==> config.mk <==
export PLATFORM = sky130hd
export DESIGN_NAME = mem_ctrl
export DESIGN_NICKNAME = d
export VERILOG_FILES = /design/src/rtl/mem_ctrl.sv
export SDC_FILE = /design/constraint.sdc
export NUM_CORES = 1
export LEC_CHECK = 0
export ABC_AREA = 0
export BUFFER_PORTS_ARGS = -buffer_cell sky130_fd_sc_hd__buf_2
export CAP_MARGIN = 5
export CORE_MARGIN = 2
export CORE_UTILIZATION = 30
export CTS_CLUSTER_SIZE = 25
export DETAILED_ROUTE_END_ITERATION = 10
export HOLD_SLACK_MARGIN = 0.06
export PLACE_DENSITY = 0.63
export SETUP_SLACK_MARGIN = 0.05
export SYNTH_ARGS = -nofsm -noshare
export SYNTH_HDL_FRONTEND = slang
export SYNTH_SLANG_ARGS = --single-unit
==> constraint.sdc <==
create_clock -name clk -period 2.7 [get_ports clk]
set_clock_uncertainty 0.15 [all_clocks]
set_input_delay 0.135 -clock clk [delete_from_list [all_inputs] [get_ports clk]]
set_output_delay 0.135 -clock clk [all_outputs]
set_load 0.02 [all_outputs]
==> src/rtl/mem_ctrl.sv <==
`default_nettype none
// ============================================================================
//  Module   : mem_ctrl
//  Brief    : Byte-serial RAM arbiter for instruction fetch and load/store.
//  Revision : 1.0  initial release
// ============================================================================
module mem_ctrl #(
    parameter logic [31:0] IO_BASE = 32'h0003_0000
) (
    input  logic        clk,
    input  logic        rst,
    input  logic        rdy,
    input  logic        clear,
    input  logic        ic_valid,
    input  logic [31:0] ic_addr,
    output logic        ic_done,
    output logic [31:0] ic_instr,
    input  logic        ls_valid,
    input  logic        ls_wr,
    input  logic [1:0]  ls_len,
    input  logic [31:0] ls_addr,
    input  logic [31:0] ls_wdata,
    output logic        ls_done,
    output logic [31:0] ls_rdata,
    input  logic [7:0]  mem_din,
    output logic [7:0]  mem_dout,
    output logic [31:0] mem_a,
    output logic        mem_wr,
    input  logic        io_buffer_full
);

    typedef enum logic [1:0] {
        S_IDLE  = 2'd0,
        S_READ  = 2'd1,
        S_WRITE = 2'd2
    } state_t;

    state_t      r_state,    w_state_n;
    logic [1:0]  r_cnt,      w_cnt_n;
    logic        r_tail,     w_tail_n;
    logic [31:0] r_base,     w_base_n;
    logic [1:0]  r_len,      w_len_n;
    logic        r_own_ls,   w_own_ls_n;
    logic [31:0] r_wdata,    w_wdata_n;
    logic [31:0] r_buf,      w_buf_n;
    logic        r_ic_done,  w_ic_done_n;
    logic        r_ls_done,  w_ls_done_n;
    logic [31:0] r_ic_instr, w_ic_instr_n;
    logic [31:0] r_ls_rdata, w_ls_rdata_n;

    logic [1:0]  w_byte_idx;
    logic [31:0] w_merged;
    logic [31:0] w_addr;
    logic        w_io_stall;

    // mem_din carries the byte addressed one cycle earlier; the tail cycle
    // collects the last byte after addressing has finished.
    assign w_byte_idx = r_tail ? r_cnt : (r_cnt - 2'd1);
    assign w_merged   = r_buf | ({24'd0, mem_din} << {w_byte_idx, 3'b000});
    assign w_addr     = r_base + {30'd0, r_cnt};
    assign w_io_stall = io_buffer_full && (r_base >= IO_BASE);

    assign mem_a    = (((r_state == S_READ) && !r_tail) || (r_state == S_WRITE)) ? w_addr : 32'd0;
    assign mem_wr   = rdy && (r_state == S_WRITE) && !w_io_stall;
    assign mem_dout = (r_state == S_WRITE) ? r_wdata[{r_cnt, 3'b000} +: 8] : 8'd0;

    assign ic_done  = r_ic_done;
    assign ls_done  = r_ls_done;
    assign ic_instr = r_ic_instr;
    assign ls_rdata = r_ls_rdata;

    always_comb begin
        w_state_n    = r_state;
        w_cnt_n      = r_cnt;
        w_tail_n     = r_tail;
        w_base_n     = r_base;
        w_len_n      = r_len;
        w_own_ls_n   = r_own_ls;
        w_wdata_n    = r_wdata;
        w_buf_n      = r_buf;
        w_ic_done_n  = 1'b0;
        w_ls_done_n  = 1'b0;
        w_ic_instr_n = r_ic_instr;
        w_ls_rdata_n = r_ls_rdata;
        case (r_state)
            S_IDLE: begin
                // Requesters drop valid the cycle their done is high.
                if (!r_ic_done && !r_ls_done) begin
                    if (ls_valid) begin
                        w_state_n  = ls_wr ? S_WRITE : S_READ;
                        w_base_n   = ls_addr;
                        w_len_n    = ls_len;
                        w_own_ls_n = 1'b1;
                        w_wdata_n  = ls_wdata;
                        w_cnt_n    = 2'd0;
                        w_tail_n   = 1'b0;
                        w_buf_n    = 32'd0;
                    end else if (ic_valid && !clear) begin
                        w_state_n  = S_READ;
                        w_base_n   = ic_addr;
                        w_len_n    = 2'd3;
                        w_own_ls_n = 1'b0;
                        w_cnt_n    = 2'd0;
                        w_tail_n   = 1'b0;
                        w_buf_n    = 32'd0;
                    end
                end
            end
            S_READ: begin
                if (clear) begin
                    w_state_n = S_IDLE;
                    w_cnt_n   = 2'd0;
                    w_tail_n  = 1'b0;
                end else if (r_tail) begin
                    w_state_n = S_IDLE;
                    w_cnt_n   = 2'd0;
                    w_tail_n  = 1'b0;
                    if (r_own_ls) begin
                        w_ls_rdata_n = w_merged;
                        w_ls_done_n  = 1'b1;
                    end else begin
                        w_ic_instr_n = w_merged;
                        w_ic_done_n  = 1'b1;
                    end
                end else begin
                    if (r_cnt != 2'd0) begin
                        w_buf_n = w_merged;
                    end
                    if (r_cnt == r_len) begin
                        w_tail_n = 1'b1;
                    end else begin
                        w_cnt_n = r_cnt + 2'd1;
                    end
                end
            end
            S_WRITE: begin
                // Stores ignore clear: they are already committed.
                if (!w_io_stall) begin
                    if (r_cnt == r_len) begin
                        w_state_n   = S_IDLE;
                        w_cnt_n     = 2'd0;
                        w_ls_done_n = 1'b1;
                    end else begin
                        w_cnt_n = r_cnt + 2'd1;
                    end
                end
            end
            default: begin
                w_state_n = S_IDLE;
            end
        endcase
    end

    always_ff @(posedge clk) begin
        if (rst) begin
            r_state    <= S_IDLE;
            r_cnt      <= 2'd0;
            r_tail     <= 1'b0;
            r_base     <= 32'd0;
            r_len      <= 2'd0;
            r_own_ls   <= 1'b0;
            r_wdata    <= 32'd0;
            r_buf      <= 32'd0;
            r_ic_done  <= 1'b0;
            r_ls_done  <= 1'b0;
            r_ic_instr <= 32'd0;
            r_ls_rdata <= 32'd0;
        end else if (rdy) begin
            r_state    <= w_state_n;
            r_cnt      <= w_cnt_n;
            r_tail     <= w_tail_n;
            r_base     <= w_base_n;
            r_len      <= w_len_n;
            r_own_ls   <= w_own_ls_n;
            r_wdata    <= w_wdata_n;
            r_buf      <= w_buf_n;
            r_ic_done  <= w_ic_done_n;
            r_ls_done  <= w_ls_done_n;
            r_ic_instr <= w_ic_instr_n;
            r_ls_rdata <= w_ls_rdata_n;
        end
    end

endmodule
`default_nettype wire

==> results.tsv <==
metric	value	unit
status	finished clean	
vias in the first global route	7087	
RSZ-0062 raised after global routing	true	
Leakage	4.309	nW
area leader, netlist	dfxtp_1	
H-tree levels	4	
clk buf depth	2	
vias after detailed routing	7414	
Non-Filler Instances	1493	
Critical Path Source Type	flip-flop	
final setup fails	0	
number of buffers created by CTS	17	
die area	26100	um^2
Post-synth EDFFs	0	
I/O pin count	221	
gr usage total	17.97	%
crit-path cells	ha_2 -> fa_2 -> nand3_2 -> nor3_2 -> buf_6 -> nand3_1 -> xor2_1 -> nor2_1 -> buf_2	
initial antenna violation count	0	
Layout area overhead	43.91	%
final hold viol count	0	
critical path endpoint category	primary output	
sequential-to-total area share from yosys stat	45.71	%
Max-cap violations	0	
peak supply drop	0.3608	mV
fin crit period	2.557	ns
period utilization	94.70	%
Buffers on Ports	220	
Clk pin slew, worst setup/hold paths	0.07	ns
vias per inst	4.966	
row cnt	57	
cell count after placement	1342	
Gate Count Post-Synth	842	
Worst-Skew Late Latency	0.43	ns
CTS root buffer	clkbuf_16	
most frequent cell after synthesis	dfxtp_1	
clk sinks	170	
Ys Warns	0	
Post-synth ARST share	0	%
Arr. time, crit path	2.27	ns
Power, Total	0.005938	W
Core Region	24320	um^2
Primary FF master, synth	dfxtp_1	
Pins Over Slew Limit	0	
final wirelength	24.34	mm
syn_area_per_cell	8.843	um^2
largest net degree at the start of global routing	67	
PwrDens	554.1	nW/um^2
TritonCTS clock tree	built	
Avg WL per Cell	16.30	um
top-area cell type share of the netlist area	45.71	%
worst hold margin	0.1514	ns
#FFs+latches synth	170	
area occupied by multi-input gates	3812	um^2
CP Class	reg -> out	
Mapped Nets	965	
type of the worst min-delay path	in -> reg	
worst path required time	2.41	ns
top post-synthesis cells by count	dfxtp_1, nor2_1, a211oi_1, nand2_1, a21oi_1	
worst-path fanout max	10	
Final ANT Viol Nets	0	
nets	1279	
die height	161.5	um
top post-synthesis cells by area	dfxtp_1, a211oi_1, nor2_1, a21oi_1, mux2i_1	
global-route wire length before repair	37.57	mm
die outline width	161.5	um
CP max stage delay	0.35	ns
sequential cell area	3407	um^2
final routed DRC violation total	0	
share of cells above drive strength 1	25.92	%
Cell variety after synth	45	
Peak Freq	391.1	MHz
DRT iter0 DRCs	563	
slew margin rel.	52.50	%
fillcell total	2366	
Cell Area, Synth	7446	um^2
Buffers & Inverters on Critical Path	2	
Congestion Overflow GR	0	
routability cong.	0.8108	
drt first pass iters	5	
Worst-Margin Slew	0.7124	ns
Top delay family on crit path	simple AND/OR/NAND/NOR gates	
Worst path slowest cell	dfxtp_1	
Initial Util	30.62	%
HPWL Detailed	15.78	mm
ant diodes	0	
-- cell families after synthesis --
| logic type | after synthesis | share of synthesized area [%] |
|---|---|---|
| buffers and inverters | 71 | 3.983 |
| flip-flops | 170 | 45.71 |
| AND/OR/NAND/NOR | 305 | 18.42 |
| AO/OA/AOI/OAI | 213 | 19.51 |
| adder cells (fa/ha/maj) | 9 | 1.613 |
| multiplexers | 43 | 7.125 |
| XOR/XNOR | 31 | 3.646 |
-- path summary, 6_finish.rpt --
path | startpoint | slack, ns | end | cells past startpoint
worst min register to register | r_wdata[27] | 0.30 | r_wdata[27] | 2
worst max register to register | r_state[1] | 0.18 | r_state[1] | 8
worst min-delay path | clear | 0.15 | r_tail | 6
worst max-delay path | r_base[0] | 0.14 | mem_a[16] | 9
-- per-stage QoR --
step	TNS [ns]	cell area, um^2	setup slack, ns	util, %
final	0	10720	0.1431	44.06
after global placement	0	8897	0.4181	36.58
after detailed placement	0	8897	0.3864	36.58
after floorplan	0	7446	0.5038	-
after CTS	0	10610	0.06320	43.64
after global routing	-0.03911	10720	-0.02314	44.06
-- final cells by class --
class	count	share of cell area, %
Sequential cell	170	31.80
Timing Repair Buffer	356	23.12
Inverter	10	0.3503
Clock buffer	18	4.005
Multi-Input combinational cell	601	35.58
Tap cell	324	3.783
Clock inverter	14	1.366
-- sequential cells by signal, summed over array words and instances (netlist names) --
name	flops
r_wdata	32
ic_done	1
r_own_ls	1
ls_rdata	32
r_buf	32
r_len	2
r_cnt	2
r_base	32
r_tail	1
r_state	2
ls_done	1
ic_instr	32
-- placed cells by master (no fill, tap or decap), types with 3 or more instances in the layout --
| cell type | Yosys | layout |
|---|---|---|
| xor2_1 | 24 | 24 |
| nor3_1 | 6 | 6 |
| inv_6 | 0 | 4 |
| buf_12 | 0 | 3 |
| nor2_1 | 139 | 136 |
| o2bb2ai_1 | 32 | 32 |
| and2_1 | 10 | 10 |
| a21oi_1 | 72 | 69 |
| nor4_4 | 2 | 3 |
| buf_2 | 18 | 217 |
| inv_1 | 10 | 10 |
| nand2b_1 | 5 | 5 |
| and3_1 | 6 | 6 |
| mux4_2 | 8 | 8 |
| mux2i_1 | 35 | 35 |
| nor2_4 | 0 | 3 |
| nand2_1 | 92 | 92 |
| buf_4 | 2 | 19 |
| and4_1 | 3 | 3 |
| clkbuf_16 | 0 | 18 |
| inv_8 | 0 | 5 |
| ha_1 | 8 | 7 |
| a211oi_1 | 97 | 97 |
| nand4_1 | 11 | 11 |
| nand3_1 | 15 | 13 |
| nor2b_1 | 6 | 5 |
| xnor2_1 | 7 | 7 |
| dfxtp_2 | 0 | 3 |
| dfxtp_1 | 170 | 167 |
| a21oi_2 | 0 | 3 |
| dlygate4sd3_1 | 0 | 114 |
| clkinvlp_4 | 0 | 3 |
-- where the power goes --
| group | internal (W) | leakage (nW) | total, W | switching, W |
|---|---|---|---|---|
| clock | 0.00124 | 0.273 | 0.00240 | 0.00116 |
| sequential | 0.00260 | 1.38 | 0.00270 | 0.000102 |
| combinational | 0.000395 | 2.66 | 0.000843 | 0.000448 |
| total | 0.00423 | 4.31 | 0.00594 | 0.00171 |
-- per-layer routing --
layer / GRT usage [%] / vias up / part of all wire (%)
met5: 0 / - / 0
met3: 3.955 / 45 / 6.1
li1: - / 3631 / -
met1: 22.73 / 3476 / 44
met4: 6.494 / 0 / 2.4
met2: 30.13 / 262 / 47
-- timing repair --
item | in CTS | in global routing
buffers inserted | 0 | 3
hold buffers | 114 | 0
resized for setup | 0 | 13
endpoints found under the hold margin | 127 | 0
setup endpoints to repair | 0 | 18
-- worst min-delay path: cells and delay by family --
kind | cells | cell delay, ns
buf+inv | 1 | 0.12
mux | 1 | 0.13
simple gates | 4 | 0.29
Note: power is estimated with default switching activity, not from simulation.
